File: src/rtl/button_debounce_if.sv
// Push-button signal bundle: raw pin in, conditioned level and event pulses out.
interface button_debounce_if;
    logic btn_in;
    logic btn_level;
    logic press_pulse;
    logic release_pulse;
    logic long_press;

    modport master (
        output btn_in,
        input  btn_level,
        input  press_pulse,
        input  release_pulse,
        input  long_press
    );

    modport slave (
        input  btn_in,
        output btn_level,
        output press_pulse,
        output release_pulse,
        output long_press
    );
endinterface

File: src/rtl/button_debounce.sv
// Push-button conditioner: 2-flop synchroniser, counter debounce FSM,
// registered press/release pulses and a one-shot long-press pulse.
module button_debounce #(
    parameter int unsigned STABLE_COUNT = 1000000,
    parameter int unsigned LONG_COUNT   = 50000000,
    parameter bit          ACTIVE_LOW   = 1'b1
) (
    input  logic              clk,
    input  logic              rst_n,
    button_debounce_if.slave  bif
);

    localparam int unsigned CW = $clog2(STABLE_COUNT + 1);
    localparam int unsigned HW = $clog2(LONG_COUNT + 1);
    localparam logic [CW-1:0] CNT_LAST  = CW'(STABLE_COUNT - 1);
    localparam logic [HW-1:0] HOLD_LAST = HW'(LONG_COUNT - 1);
    localparam logic [HW-1:0] HOLD_MAX  = HW'(LONG_COUNT);

    typedef enum logic [1:0] {
        RELEASED,
        PRESS_PEND,
        PRESSED,
        RELEASE_PEND
    } state_e;

    logic          raw;
    logic          sync1_q, sync1_d;
    logic          btn_s_q, btn_s_d;
    state_e        state_q, state_d;
    logic [CW-1:0] cnt_q, cnt_d;
    logic [HW-1:0] hold_q, hold_d;
    logic          level_q, level_d;
    logic          press_q, press_d;
    logic          release_q, release_d;
    logic          long_q, long_d;

    // Normalise polarity so that 1 always means pressed from here on.
    assign raw = ACTIVE_LOW ? ~bif.btn_in : bif.btn_in;

    always_comb begin
        sync1_d = raw;
        btn_s_d = sync1_q;
    end

    always_comb begin
        state_d = state_q;
        cnt_d   = cnt_q;
        unique case (state_q)
            RELEASED: begin
                if (btn_s_q) begin
                    if (STABLE_COUNT == 1) begin
                        state_d = PRESSED;
                        cnt_d   = '0;
                    end else begin
                        state_d = PRESS_PEND;
                        cnt_d   = CW'(1);
                    end
                end
            end
            PRESS_PEND: begin
                if (!btn_s_q) begin
                    state_d = RELEASED;
                    cnt_d   = '0;
                end else if (cnt_q == CNT_LAST) begin
                    state_d = PRESSED;
                    cnt_d   = '0;
                end else begin
                    cnt_d = cnt_q + 1'b1;
                end
            end
            PRESSED: begin
                if (!btn_s_q) begin
                    if (STABLE_COUNT == 1) begin
                        state_d = RELEASED;
                        cnt_d   = '0;
                    end else begin
                        state_d = RELEASE_PEND;
                        cnt_d   = CW'(1);
                    end
                end
            end
            RELEASE_PEND: begin
                if (btn_s_q) begin
                    state_d = PRESSED;
                    cnt_d   = '0;
                end else if (cnt_q == CNT_LAST) begin
                    state_d = RELEASED;
                    cnt_d   = '0;
                end else begin
                    cnt_d = cnt_q + 1'b1;
                end
            end
            default: begin
                state_d = RELEASED;
                cnt_d   = '0;
            end
        endcase
    end

    // Level lags the state by one register; pulses mark its edges.
    // hold_q is held at zero whenever level is low, which covers both the
    // clear on entry to PRESSED and the re-arm on release.
    always_comb begin
        level_d   = (state_q == PRESSED) || (state_q == RELEASE_PEND);
        press_d   = level_d & ~level_q;
        release_d = ~level_d & level_q;
        hold_d    = hold_q;
        if (!level_q) begin
            hold_d = '0;
        end else if (hold_q != HOLD_MAX) begin
            hold_d = hold_q + 1'b1;
        end
        long_d = level_q && (hold_q == HOLD_LAST);
    end

    always_ff @(posedge clk or negedge rst_n) begin
        if (!rst_n) begin
            sync1_q   <= 1'b0;
            btn_s_q   <= 1'b0;
            state_q   <= RELEASED;
            cnt_q     <= '0;
            hold_q    <= '0;
            level_q   <= 1'b0;
            press_q   <= 1'b0;
            release_q <= 1'b0;
            long_q    <= 1'b0;
        end else begin
            sync1_q   <= sync1_d;
            btn_s_q   <= btn_s_d;
            state_q   <= state_d;
            cnt_q     <= cnt_d;
            hold_q    <= hold_d;
            level_q   <= level_d;
            press_q   <= press_d;
            release_q <= release_d;
            long_q    <= long_d;
        end
    end

    assign bif.btn_level     = level_q;
    assign bif.press_pulse   = press_q;
    assign bif.release_pulse = release_q;
    assign bif.long_press    = long_q;

endmodule

File: src/flat_wrapper.sv
// flat-port wrapper written by rule: the top's interface ports become plain ports
module button_debounce_flat 
#(
    parameter int unsigned STABLE_COUNT = 1000000,
    parameter int unsigned LONG_COUNT   = 50000000,
    parameter bit          ACTIVE_LOW   = 1'b1
)
  (clk, rst_n, bif_btn_in, bif_btn_level, bif_press_pulse, bif_release_pulse, bif_long_press);
  button_debounce_if bif_i ();
  input  logic clk;
  input  logic rst_n;
  input wire logic [$bits(bif_i.btn_in)-1:0] bif_btn_in;
  output wire logic [$bits(bif_i.btn_level)-1:0] bif_btn_level;
  output wire logic [$bits(bif_i.press_pulse)-1:0] bif_press_pulse;
  output wire logic [$bits(bif_i.release_pulse)-1:0] bif_release_pulse;
  output wire logic [$bits(bif_i.long_press)-1:0] bif_long_press;
  assign bif_i.btn_in = bif_btn_in;
  assign bif_btn_level = bif_i.btn_level;
  assign bif_press_pulse = bif_i.press_pulse;
  assign bif_release_pulse = bif_i.release_pulse;
  assign bif_long_press = bif_i.long_press;
  button_debounce #(.STABLE_COUNT(STABLE_COUNT), .LONG_COUNT(LONG_COUNT), .ACTIVE_LOW(ACTIVE_LOW)) u_core (.clk(clk), .rst_n(rst_n), .bif(bif_i));
endmodule
File: config.mk
export PLATFORM = sky130hd
export DESIGN_NAME = button_debounce_flat
export DESIGN_NICKNAME = d
export VERILOG_FILES = /design/src/rtl/button_debounce_if.sv /design/src/rtl/button_debounce.sv /design/src/flat_wrapper.sv
export SDC_FILE = /design/constraint.sdc
export NUM_CORES = 1
export LEC_CHECK = 0
export CAP_MARGIN = 5
export CELL_PAD_IN_SITES_DETAIL_PLACEMENT = 1
export CELL_PAD_IN_SITES_GLOBAL_PLACEMENT = 1
export CORE_MARGIN = 4
export CORE_UTILIZATION = 54
export DETAILED_ROUTE_END_ITERATION = 8
export DONT_BUFFER_PORTS = 1
export PLACE_DENSITY = 0.83
export SLEW_MARGIN = 25
export SYNTH_ARGS = -nofsm -noshare
export SYNTH_HDL_FRONTEND = slang
export SYNTH_SLANG_ARGS = --single-unit
File: constraint.sdc
create_clock -name clk -period 4.7 [get_ports clk]
set_input_delay 0.94 -clock clk [delete_from_list [all_inputs] [get_ports clk]]
set_output_delay 0.94 -clock clk [all_outputs]
set_load 0.005 [all_outputs]
======== Word-level counts from Yosys, hierarchy flattened ========
Index checks and enable logic that the tools add are counted.
word-level totals
  bits in registers ....................... 54
  bits of input ports ..................... 3
  output and inout port bits .............. 4
  word-level logic and storage cells ...... 47
cells by class
  add/sub/neg operators ................... 2
  eq/ne operators ......................... 11
  mux-type cells .......................... 15
  bitwise operators ....................... 5
  reduce and logical (&&, ||, !) cells .... 5
operator list
  kind                                            count
  two-way mux 20 bit                              5
  case mux 20 bit (4 select lines)                1
  two-way mux 26 bit                              2
  adder 26 x 1 -> 26 bit (second input constant)  1
  == test 26 bit (second input constant)          1
  != test 26 bit (second input constant)          1
  adder 20 x 1 -> 20 bit (second input constant)  1
  == test 20 bit (second input constant)          1
  two-way mux 2 bit                               6
  case mux 2 bit (4 select lines)                 1
  == test 2 bit (second input constant)           2
  != test 2 bit (second input constant)           2
  AND reduction 4 bit                             1
  != test 3 x 1 -> 1 bit (second input constant)  1
  != test 3 bit (second input constant)           1
  inverter 1 bit                                  3
  AND 1 bit                                       2
  == test 2 x 1 -> 1 bit (second input constant)  1
  zero test 2 bit                                 1
  != test 2 x 1 -> 1 bit (second input constant)  1
  AND reduction 2 bit                             1
  logical AND 1 bit                               1
  logical OR 1 bit                                1

======== Depth between registers and ports, before layout ========
Gate-level depths: netlist (run 1).
  depth after elaboration ................. 4
  gate-level depth with buffers ........... 7
  depth with buffers taken out ............ 7

======== Worst setup path before layout (run 1) ========
Ideal clock, no wire load.
  path type ............................... register -> register
  from .................................... reg u_core.cnt_q[0]
  to ...................................... reg u_core.cnt_q[12]
  setup time .............................. 76 ps
  arrival ................................. 1781 ps
  required time ........................... 4624 ps
  path slack .............................. 2843 ps
  stages on the path, launching flop included .. 7
  path buffers ............................ 0
  clock period less this slack ............ 1857 ps
  path through ............................ dfrtp_1 ha_1 and2_0 nor3b_1 a21oi_4 or4b_1 o21ai_1
between the ends
  word-level cells in the longest chain between the ends .. 4
  elaborated cells between the ends (all ways) .. 6
  classes of those cells .................. add/sub (1); eq/ne (1); mux (4)
RTL lines
  element                                                   line                                          source
  from (decl)                                               button_debounce.sv:30                         logic [CW-1:0] cnt_q, cnt_d;
  from (signal assigned)                                    button_debounce.sv:131                        cnt_q <= cnt_d;
  adder 20 x 1 -> 20 bit or == test 20 bit (tied branches)  -
  two-way mux 20 bit *                                      button_debounce.sv:64, button_debounce.sv:86
  two-way mux 20 bit, on equally long branches              button_debounce.sv:83, button_debounce.sv:61
  case mux 20 bit (4 select lines) *                        button_debounce.sv:48                         unique case (state_q)
Every way passes the cells marked *; elsewhere a longest branch is shown, timed or not.
A chain may end at the register's enable or synchronous reset.

======== Worst setup path after layout (run 1) ========
  from .................................... reg u_core.cnt_q[0]
  to ...................................... reg u_core.cnt_q[19]
Same word-level chain as after synthesis.

==> results of run 1 <==
[state kept, by name, summed over array words and instances, names as in the netlist, named ones only]
register,flops
u_core.hold_q,26
u_core.btn_s_q,1
u_core.state_q,1
u_core.bif.release_pulse,1
u_core.btn_s_d,1
u_core.cnt_q,20
u_core.bif.long_press,1
u_core.bif.press_pulse,1
u_core.bif.btn_level,1
[power groups by stage]
stage | clock, mW | sequential [mW] | combinational [mW]
finish | 0.313 | 0.473 | 0.0185
global route | 0.339 | 0.474 | 0.0210
CTS | 0.319 | 0.473 | 0.0189
detailed placement | 0 | 0.482 | 0.0188
global placement | 0 | 0.482 | 0.0178
floorplan | 0 | 0.481 | 0.0144
[through the flow]
step	instance area [um^2]	instances	worst slack (ps)	hold WS [ps]	util, %
after floorplan	2800	280	2840	331	-
after global placement	2850	340	2640	342	58.5
after detailed placement	2850	340	2400	337	58.5
after CTS	2960	348	2360	297	60.7
after global routing	2960	348	2210	281	60.7
final	2960	348	2400	303	60.7
[layout make-up]
cell class | instances | area share, %
well taps | 67 | 2.83
clock inverters | 2 | 1.27
clock buffers | 6 | 2.45
flip-flops and latches | 54 | 45.6
multi-input cells | 212 | 47.0
inverters | 7 | 0.887
[layout by cell type (no fill, tap or decap), types with 2 or more instances in the layout]
cell	instances
nand2_1	26
nor4_1	7
ha_1	3
a22o_1	2
or3_1	5
xor2_1	7
nand4_1	12
dfrtp_1	54
and4_1	2
a21oi_1	4
nand4b_1	2
a21o_1	3
and3_1	5
clkbuf_8	5
o21ai_0	7
nor2b_1	3
nand3b_1	2
nor2_1	17
and2_1	22
nor4b_1	6
nand3_1	21
inv_1	7
xnor2_1	23
nor3_1	5
[cell families after synthesis]
kind of cell	after synthesis
AOI/OAI and AO/OA	27
xor gates and xnor gates	31
adders and majority gates	3
buffers and inverters	14
DFF	54
muxes	1
and+or+nand+nor	150
[final timing paths]
check	start	endpoint	slack [ps]
setup / recovery	u_core.cnt_q[0]	u_core.cnt_q[19]	2400
hold / removal	rst_n	u_core.hold_q[20]	300
setup reg to reg	u_core.cnt_q[0]	u_core.cnt_q[19]	2400
hold reg to reg	u_core.btn_s_d	u_core.btn_s_q	360
max in group asynchronous	rst_n	u_core.cnt_q[4]	4290
min in group clk	u_core.btn_s_d	u_core.btn_s_q	360
[layer usage]
metal | GRT usage, % | vias up | share of wire, %
li1 | - | 981 | -
met1 | 30.3 | 1032 | 49
met2 | 33.9 | 31 | 46
met3 | 3.39 | 10 | 3.1
met4 | 8.28 | 0 | 1.8
met5 | 0 | - | 0
==> out/summary.txt, run 1 <==
TritonCTS clock tree: built
Syn. warnings: 0
Register clock-pin slew on the reported worst setup and hold paths: 100 ps
Slowest CP cell: nor3b_1
Clock buffer depth: 2
Synth async-reset ratio: 100%
CP Data Required Time: 4900 ps
Ant. Diodes: 0
Total track usage: 21.7%
Antenna violations before repair: 0
Post-DR vias/cell: 5.90
Total core area: 4880 um^2
Post-cts resize count: 0
Sw Pwr: 0.171 mW
Main combinational cell family by area after synthesis: simple AND/OR/NAND/NOR gates
Critical path type: reg -> reg
CTS buffer count: 5
Clock share of power: 38.9%
Post-Synth Adder-Cell Area: 1.34%
Top cells by area, synth: dfrtp_1 (48%), xnor2_1 (7.2%), and2_1 (4.9%), nand3_1 (3.8%), nand2_1 (3.5%)
ANT nets after route: 0
Register Area: 1350 um^2
Status: complete, no violations
Synthesized instance count: 280
Hold Crit Class: in -> async
Setup Buffers After CTS: 0
Mapped Area: 2800 um^2
Startpoint types: flop
Via count: 2054
Power density cells: 272 nW/um^2
IO buf count: 0
Setup Viol. Count Final: 0
Vias in the first global route: 2154
Insertion delay to the later sink of the worst-skew pair: 320 ps
Ys flop type: dfrtp_1
Yosys top cell area share: 48.3%
Compound-cell area share of the yosys netlist: 6.89%
Post-Syn Area per Cell: 9.99 um^2
RSZ-0062 raised after global routing: no
Multiplexer share of the synthesized area: 0.403%
Crit path depth: 6
Yosys reg bits: 54
GRT overflow: 0
TNS Setup: 0 ps
Power, Total: 0.805 mW
Maximum operating frequency: 434 MHz
Row cnt: 25
CP max FO: 10
Synth unique cells: 54
Die width: 80.0 um
Clock Sinks: 54
Post-synth top cells: dfrtp_1 (54), nand2_1 (26), xnor2_1 (23), and2_1 (22), nand3_1 (21)
DRT Pass-1 Iters: 4
Leading area contributor after synthesis: dfrtp_1
Number of max-cap violations: 0
Slowest stage delay, CP: 570 ps
Share of cells above drive strength 1: 6.41%
Worst-margin pin slew: 875 ps
Final Routed Wirelength: 6090 um
Leak: 1.21 nW
Hold Fails Final Rpt: 0
Initial Util: 57.3%
DRC violations left: 0
Post-synth EDFFs: 0
Tcrit/Tclk final: 49.0%
Delay-heaviest family, CP: simple AND/OR/NAND/NOR gates
Pin count of the biggest net entering global routing: 55
CP Capture Type: flop
Slew margin rel.: 41.7%
Final net count: 286
Area growth syn-to-layout: 5.90%
Chip Height: 80.0 um
Detailed placer's ending HPWL: 4200 um
Footprint of the multi-input gates: 1390 um^2
Gate power share: 2.3%
WP buf/inv: 0
# IOs: 7
Hold-fix buffers at CTS: 0
# fillers: 547
DRT iter0 DRCs: 170
Reg power frac: 58.8%
Global-route wire length before repair: 10600 um
Syn Nets: 286
CTS H-tree lvls: 2
Most frequent cell after synthesis: dfrtp_1
Cell internal pwr: 0.634 mW
Fin crit period: 2300 ps
Fin. max-slew vios: 0
DIE AREA: 6400 um^2
Switching share of power: 21.2%
Routed len/inst: 17.5 um
Worst r2r path cells: 6
Clk root buf: clkbuf_8
Worst vdd ir: 0.000202 V
Critical Path AT: 2500 ps
Register area share after synthesis: 48.3%
Crit path cell chain: ha_1 > and2_0 > nor3b_1 > a21oi_4 > nor2_2 > nor2_1
Post-synthesis simple-gate area fraction: 31.1%
Routability cong.: 0.833
Final Skew: 14.6 ps
Post-Synth XOR/XNOR Area: 9.97%
Power figures use the tool's default switching activity.
==> run 2: changes to the inputs <==
--- a/config.mk
+++ b/config.mk
@@ -9,10 +9,10 @@
 export CELL_PAD_IN_SITES_DETAIL_PLACEMENT = 1
 export CELL_PAD_IN_SITES_GLOBAL_PLACEMENT = 1
 export CORE_MARGIN = 4
-export CORE_UTILIZATION = 54
+export CORE_UTILIZATION = 50
 export DETAILED_ROUTE_END_ITERATION = 8
 export DONT_BUFFER_PORTS = 1
-export PLACE_DENSITY = 0.83
+export PLACE_DENSITY = 0.78
 export SLEW_MARGIN = 25
 export SYNTH_ARGS = -nofsm -noshare
 export SYNTH_HDL_FRONTEND = slang
==> constraint.sdc (replaced) <==
create_clock -name clk -period 2.3 [get_ports clk]
set_input_delay 0.46 -clock clk [delete_from_list [all_inputs] [get_ports clk]]
set_output_delay 0.46 -clock clk [all_outputs]
set_load 0.005 [all_outputs]
==> out/summary.txt, run 2 (synthesis gave the netlist of run 1 again) <==
Tcrit/Tclk final: 89.7% (was 49.0%)
Ant. Diodes: 0 (unchanged)
Setup Viol. Count Final: 0 (unchanged)
IO buf count: 0 (unchanged)
Routed len/inst: 17.5 um (about the same)
Clk root buf: clkbuf_8 (unchanged)
CP Capture Type: flop (unchanged)
Hold Crit Class: in -> async (unchanged)
Startpoint types: flop (unchanged)
Area growth syn-to-layout: 7.56% (was 5.90%)
Share of cells above drive strength 1: 8.42% (was 6.41%)
Fin crit period: 2060 ps (was 2300 ps)
Critical path type: reg -> reg (unchanged)
Pin count of the biggest net entering global routing: 55 (unchanged)
Worst vdd ir: 0.000303 V (was 0.000202 V)
Routability cong.: 0.804 (was 0.833)
GRT overflow: 0 (unchanged)
Die width: 82.8 um (was 80.0 um)
Clock buffer depth: 2 (unchanged)
Most frequent cells in the layout: dfrtp_1 (54), nand2_1 (26), xnor2_1 (23) (unchanged)
Total track usage: 19.8% (was 21.7%)
Clock Sinks: 54 (unchanged)
DIE AREA: 6860 um^2 (was 6400 um^2)
Number of max-cap violations: 0 (unchanged)
Final net count: 292 (was 286)
RSZ-0062 raised after global routing: no (unchanged)
Final Util: 57.1% (was 60.7%)
Insertion delay to the later sink of the worst-skew pair: 300 ps (was 320 ps)
Post-DR vias/cell: 5.88 (was 5.90)
TNS Setup: 0 ps (unchanged)
Max reg flops: 26 (unchanged)
Register Area: 1350 um^2 (unchanged)
ANT nets after route: 0 (unchanged)
Commonest non-fill, non-tap cell in the layout: dfrtp_1 (unchanged)
Row cnt: 26 (was 25)
Fin. max-slew vios: 0 (unchanged)
CP max FO: 10 (unchanged)
Hold Fails Final Rpt: 0 (unchanged)
Largest reg by FF count: u_core.hold_q (unchanged)
Leak: 1.24 nW (was 1.21 nW)
Total core area: 5270 um^2 (was 4880 um^2)
DRT iter0 DRCs: 54 (was 170)
Slowest CP cell: or4b_1 (was nor3b_1)
Vias in the first global route: 2265 (was 2154)
TritonCTS clock tree: built (unchanged)
Delay-heaviest family, CP: simple AND/OR/NAND/NOR gates (unchanged)
DRT Pass-1 Iters: 4 (unchanged)
Status: complete, no violations (unchanged)
Slew margin rel.: 40.0% (was 41.7%)
CTS H-tree lvls: 2 (unchanged)
# IOs: 7 (unchanged)
Global-route wire length before repair: 11200 um (was 10600 um)
Footprint of the multi-input gates: 1400 um^2 (was 1390 um^2)
DRC violations left: 0 (unchanged)
Worst-margin pin slew: 897 ps (was 875 ps)
Chip Height: 82.8 um (was 80.0 um)
Register clock-pin slew on the reported worst setup and hold paths: 90 ps (was 100 ps)
Largest registers: u_core.hold_q: 26 flops, u_core.cnt_q: 20 flops (unchanged)
Via count: 2086 (was 2054)
Antenna violations before repair: 0 (unchanged)
CP Data Required Time: 2530 ps (was 4900 ps)
WP buf/inv: 0 (unchanged)
Maximum operating frequency: 485 MHz (was 434 MHz)
Detailed placer's ending HPWL: 4430 um (was 4200 um)
Power density cells: 517 nW/um^2 (was 272 nW/um^2)
Initial Util: 53.1% (was 57.3%)
# fillers: 627 (was 547)
Final Skew: 4.52 ps (was 14.6 ps)
Critical Path AT: 2290 ps (was 2500 ps)
Slowest stage delay, CP: 470 ps (was 570 ps)
CTS buffer count: 5 (unchanged)
Crit path cell chain: ha_1 > and2_0 > nor3b_2 > a21oi_4 > or4b_1 > o21ai_1 (was ha_1 > and2_0 > nor3b_1 > a21oi_4 > nor2_2 > nor2_1)
Final Routed Wirelength: 6210 um (was 6090 um)
## run 2: what timing repair did
action,4_1_cts,5_1_grt
hold endpoints to repair,54,0
setup buffers,0,0
hold buffers,1,0
endpoints found under the setup margin,0,9
resized for setup,0,1
## run 2: final cells by class
type / instances / area share [%]
well taps: 70 / 2.91
flip-flops and latches: 54 / 44.9
repair buffers: 6 / 2.16
inverters: 7 / 0.873
multi-input cells: 212 / 46.4
clock buffers: 6 / 2.74
## run 2: metrics by stage
stage | hold WS (ps) | setup WS [ps] | cells | power [mW] | instance area (um^2)
after global routing | 13.5 | 133 | 355 | 1.63 | 3010
after global placement | 166 | 225 | 348 | 1.02 | 2890
final | 11.1 | 237 | 355 | 1.56 | 3010
after floorplan | 164 | 443 | 280 | 1.01 | 2800
after detailed placement | 166 | 144 | 348 | 1.02 | 2890
after CTS | 13.5 | 129 | 355 | 1.57 | 3000
## run 2: power breakdown
group	switching [mW]	internal (mW)	total [mW]
registers	0.00949	0.957	0.966
logic	0.0416	0.0189	0.0605
clock network	0.297	0.233	0.530
## run 2: worst paths after layout
| path | startpoint | end | slack [ps] | cells past startpoint |
|---|---|---|---|---|
| worst max-delay path | u_core.cnt_q[0] | u_core.cnt_q[12] | 240 | 6 |
| worst min-delay path | rst_n | u_core.hold_q[7] | 10 | 1 |
| worst max register to register | u_core.cnt_q[0] | u_core.cnt_q[12] | 240 | 6 |
| worst min register to register | u_core.btn_s_d | u_core.btn_s_q | 360 | 0 |
| max in group asynchronous | rst_n | u_core.cnt_q[0] | 2060 | 1 |
| min in group clk | bif_btn_in | u_core.btn_s_d | 200 | 1 |
## run 2: layer usage
metal	wire length [um]	GRT usage, %	vias to the layer above	share of wire [%]
met1	2620	24.0	1069	42
met4	82	5.65	0	1.3
met5	0	0	-	0
met3	89	2.77	9	1.4
li1	-	-	993	-
met2	3420	36.3	15	55
==> run 3: changes to the inputs <==
--- a/config.mk
+++ b/config.mk
@@ -12,7 +12,9 @@
 export CORE_UTILIZATION = 50
 export DETAILED_ROUTE_END_ITERATION = 8
 export DONT_BUFFER_PORTS = 1
+export MAX_ROUTING_LAYER = met4
 export PLACE_DENSITY = 0.78
+export REMOVE_ABC_BUFFERS = 1
 export SLEW_MARGIN = 25
 export SYNTH_ARGS = -nofsm -noshare
 export SYNTH_HDL_FRONTEND = slang
==> out/summary.txt, run 3 (synthesis gave the netlist of run 1 again) <==
TritonCTS clock tree: built (unchanged)
Hold Crit Class: in -> async (unchanged)
CTS buffer count: 5 (unchanged)
Routability cong.: 0.833 (was 0.804)
Area growth syn-to-layout: 7.47% (was 7.56%)
Initial Util: 53.1% (unchanged)
Tcrit/Tclk final: 89.9% (was 89.7%)
Slowest stage delay, CP: 460 ps (was 470 ps)
Row cnt: 26 (unchanged)
Final Routed Wirelength: 5850 um (was 6210 um)
Final net count: 290 (was 292)
Critical path type: reg -> reg (unchanged)
IO buf count: 0 (unchanged)
Final Util: 57.1% (about the same)
Crit path cell chain: ha_1 > and2_0 > nor3b_2 > a21oi_4 > or4b_1 > o21ai_1 (unchanged)
Failing checks: hold timing
Fin crit period: 2070 ps (was 2060 ps)
Dpl cell area: 2880 um^2 (was 2890 um^2)
Slowest CP cell: or4b_1 (unchanged)
Commonest non-fill, non-tap cell in the layout: dfrtp_1 (unchanged)
CP Data Required Time: 2540 ps (was 2530 ps)
DRT iter0 DRCs: 130 (was 54)
Post-DR vias/cell: 5.78 (was 5.88)
Startpoint types: flop (unchanged)
Clock Sinks: 54 (unchanged)
Die width: 82.8 um (unchanged)
TNS Setup: 0 ps (unchanged)
Clk root buf: clkbuf_8 (unchanged)
Setup slack after layout: 232 ps (was 237 ps)
Antenna violations before repair: 0 (unchanged)
Largest reg by FF count: u_core.hold_q (unchanged)
# IOs: 7 (unchanged)
Largest registers: u_core.hold_q: 26 flops, u_core.cnt_q: 20 flops (unchanged)
Power, Total: 1.58 mW (was 1.56 mW)
Final Instance Area: 3010 um^2 (about the same)
CTS H-tree lvls: 2 (unchanged)
Routed len/inst: 16.5 um (was 17.5 um)
Number of max-cap violations: 0 (unchanged)
Insertion delay to the later sink of the worst-skew pair: 300 ps (about the same)
WP buf/inv: 0 (unchanged)
Power density cells: 526 nW/um^2 (was 517 nW/um^2)
Worst-margin pin slew: 777 ps (was 897 ps)
Final Skew: 5.21 ps (was 4.52 ps)
Fin. max-slew vios: 0 (unchanged)
Status: finished, violations left (was complete, no violations)
Maximum operating frequency: 484 MHz (was 485 MHz)
GRT overflow: 0 (unchanged)
DRT Pass-1 Iters: 4 (unchanged)
DRC violations left: 0 (unchanged)
CP Capture Type: flop (unchanged)
Delay-heaviest family, CP: simple AND/OR/NAND/NOR gates (unchanged)
ANT nets after route: 0 (unchanged)
Worst vdd ir: 0.000375 V (was 0.000303 V)
Most frequent cells in the layout: dfrtp_1 (54), nand2_1 (26), xnor2_1 (23) (unchanged)
# fillers: 612 (was 627)
Leak: 1.23 nW (was 1.24 nW)
Setup Buffers After CTS: 0 (unchanged)
Critical Path AT: 2310 ps (was 2290 ps)
Placed cell count: 346 (was 348)
Pre-CTS WS: 82.8 ps (was 144 ps)
RSZ-0062 raised after global routing: no (unchanged)
Chip Height: 82.8 um (unchanged)
Share of cells above drive strength 1: 8.42% (unchanged)
Register clock-pin slew on the reported worst setup and hold paths: 100 ps (was 90 ps)
CP max FO: 10 (unchanged)
Detailed placer's ending HPWL: 4110 um (was 4430 um)
Clock buffer depth: 2 (unchanged)
Vias in the first global route: 2127 (was 2265)
Max reg flops: 26 (unchanged)
Hold Worst Slack: -4.57 ps (was 11.1 ps)
Non-filler cells, final: 355 (unchanged)
DIE AREA: 6860 um^2 (unchanged)
Hold Fails Final Rpt: 2 (was 0)
Total core area: 5270 um^2 (unchanged)
Pin count of the biggest net entering global routing: 55 (unchanged)
Via count: 2052 (was 2086)
Ant. Diodes: 0 (unchanged)
Global-route wire length before repair: 10500 um (was 11200 um)
Slew margin rel.: 48.0% (was 40.0%)
Total track usage: 19.1% (was 19.8%)
Setup Viol. Count Final: 0 (unchanged)
run 3: changes by cell type in the layout (fill, tap and decap cells not counted):
cell        change
buf_4           -2
clkinv_2        +1
clkinvlp_4      +1
run 3: metal layers:
metal  up-vias  part of all wire (%)  global-route usage [%]
met4         0                  0.97                    4.90
met3         4                   1.5                    4.06
met1      1046                    54                    27.8
li1        990                     -                       -
met5         -                     0                       -
met2        12                    43                    27.0
run 3: layout make-up:
class	instances	area [um^2]	area share, %
timing repair buffer	4	50.0	1.66
inverter	7	26.3	0.874
sequential	54	1350	44.9
tap	70	87.6	2.91
clock inverter	2	12.5	0.416
multi-input combinational	212	1400	46.4
clock buffer	6	82.6	2.75
run 3: path summary, 6_finish.rpt:
kind	from	endpoint	slack (ps)	depth (start not counted)
min reg2reg	u_core.btn_s_d	u_core.btn_s_q	370	0
min in group clk	bif_btn_in	u_core.btn_s_d	200	1
max	u_core.cnt_q[0]	u_core.cnt_q[12]	230	6
max reg2reg	u_core.cnt_q[0]	u_core.cnt_q[12]	230	6
max in group asynchronous	rst_n	u_core.hold_q[18]	2060	1
min	rst_n	u_core.hold_q[11]	-5	1
run 3: repair_timing:
item	in CTS	in global routing
setup endpoints to repair	0	10
hold endpoints to repair	54	0
gates resized for setup	0	1
hold buffers	1	0
run 3: where the power goes:
group | total (mW) | switching (mW) | internal (mW)
combinational | 0.0600 | 0.0410 | 0.0190
sequential | 0.966 | 0.00940 | 0.957
clock | 0.554 | 0.311 | 0.243
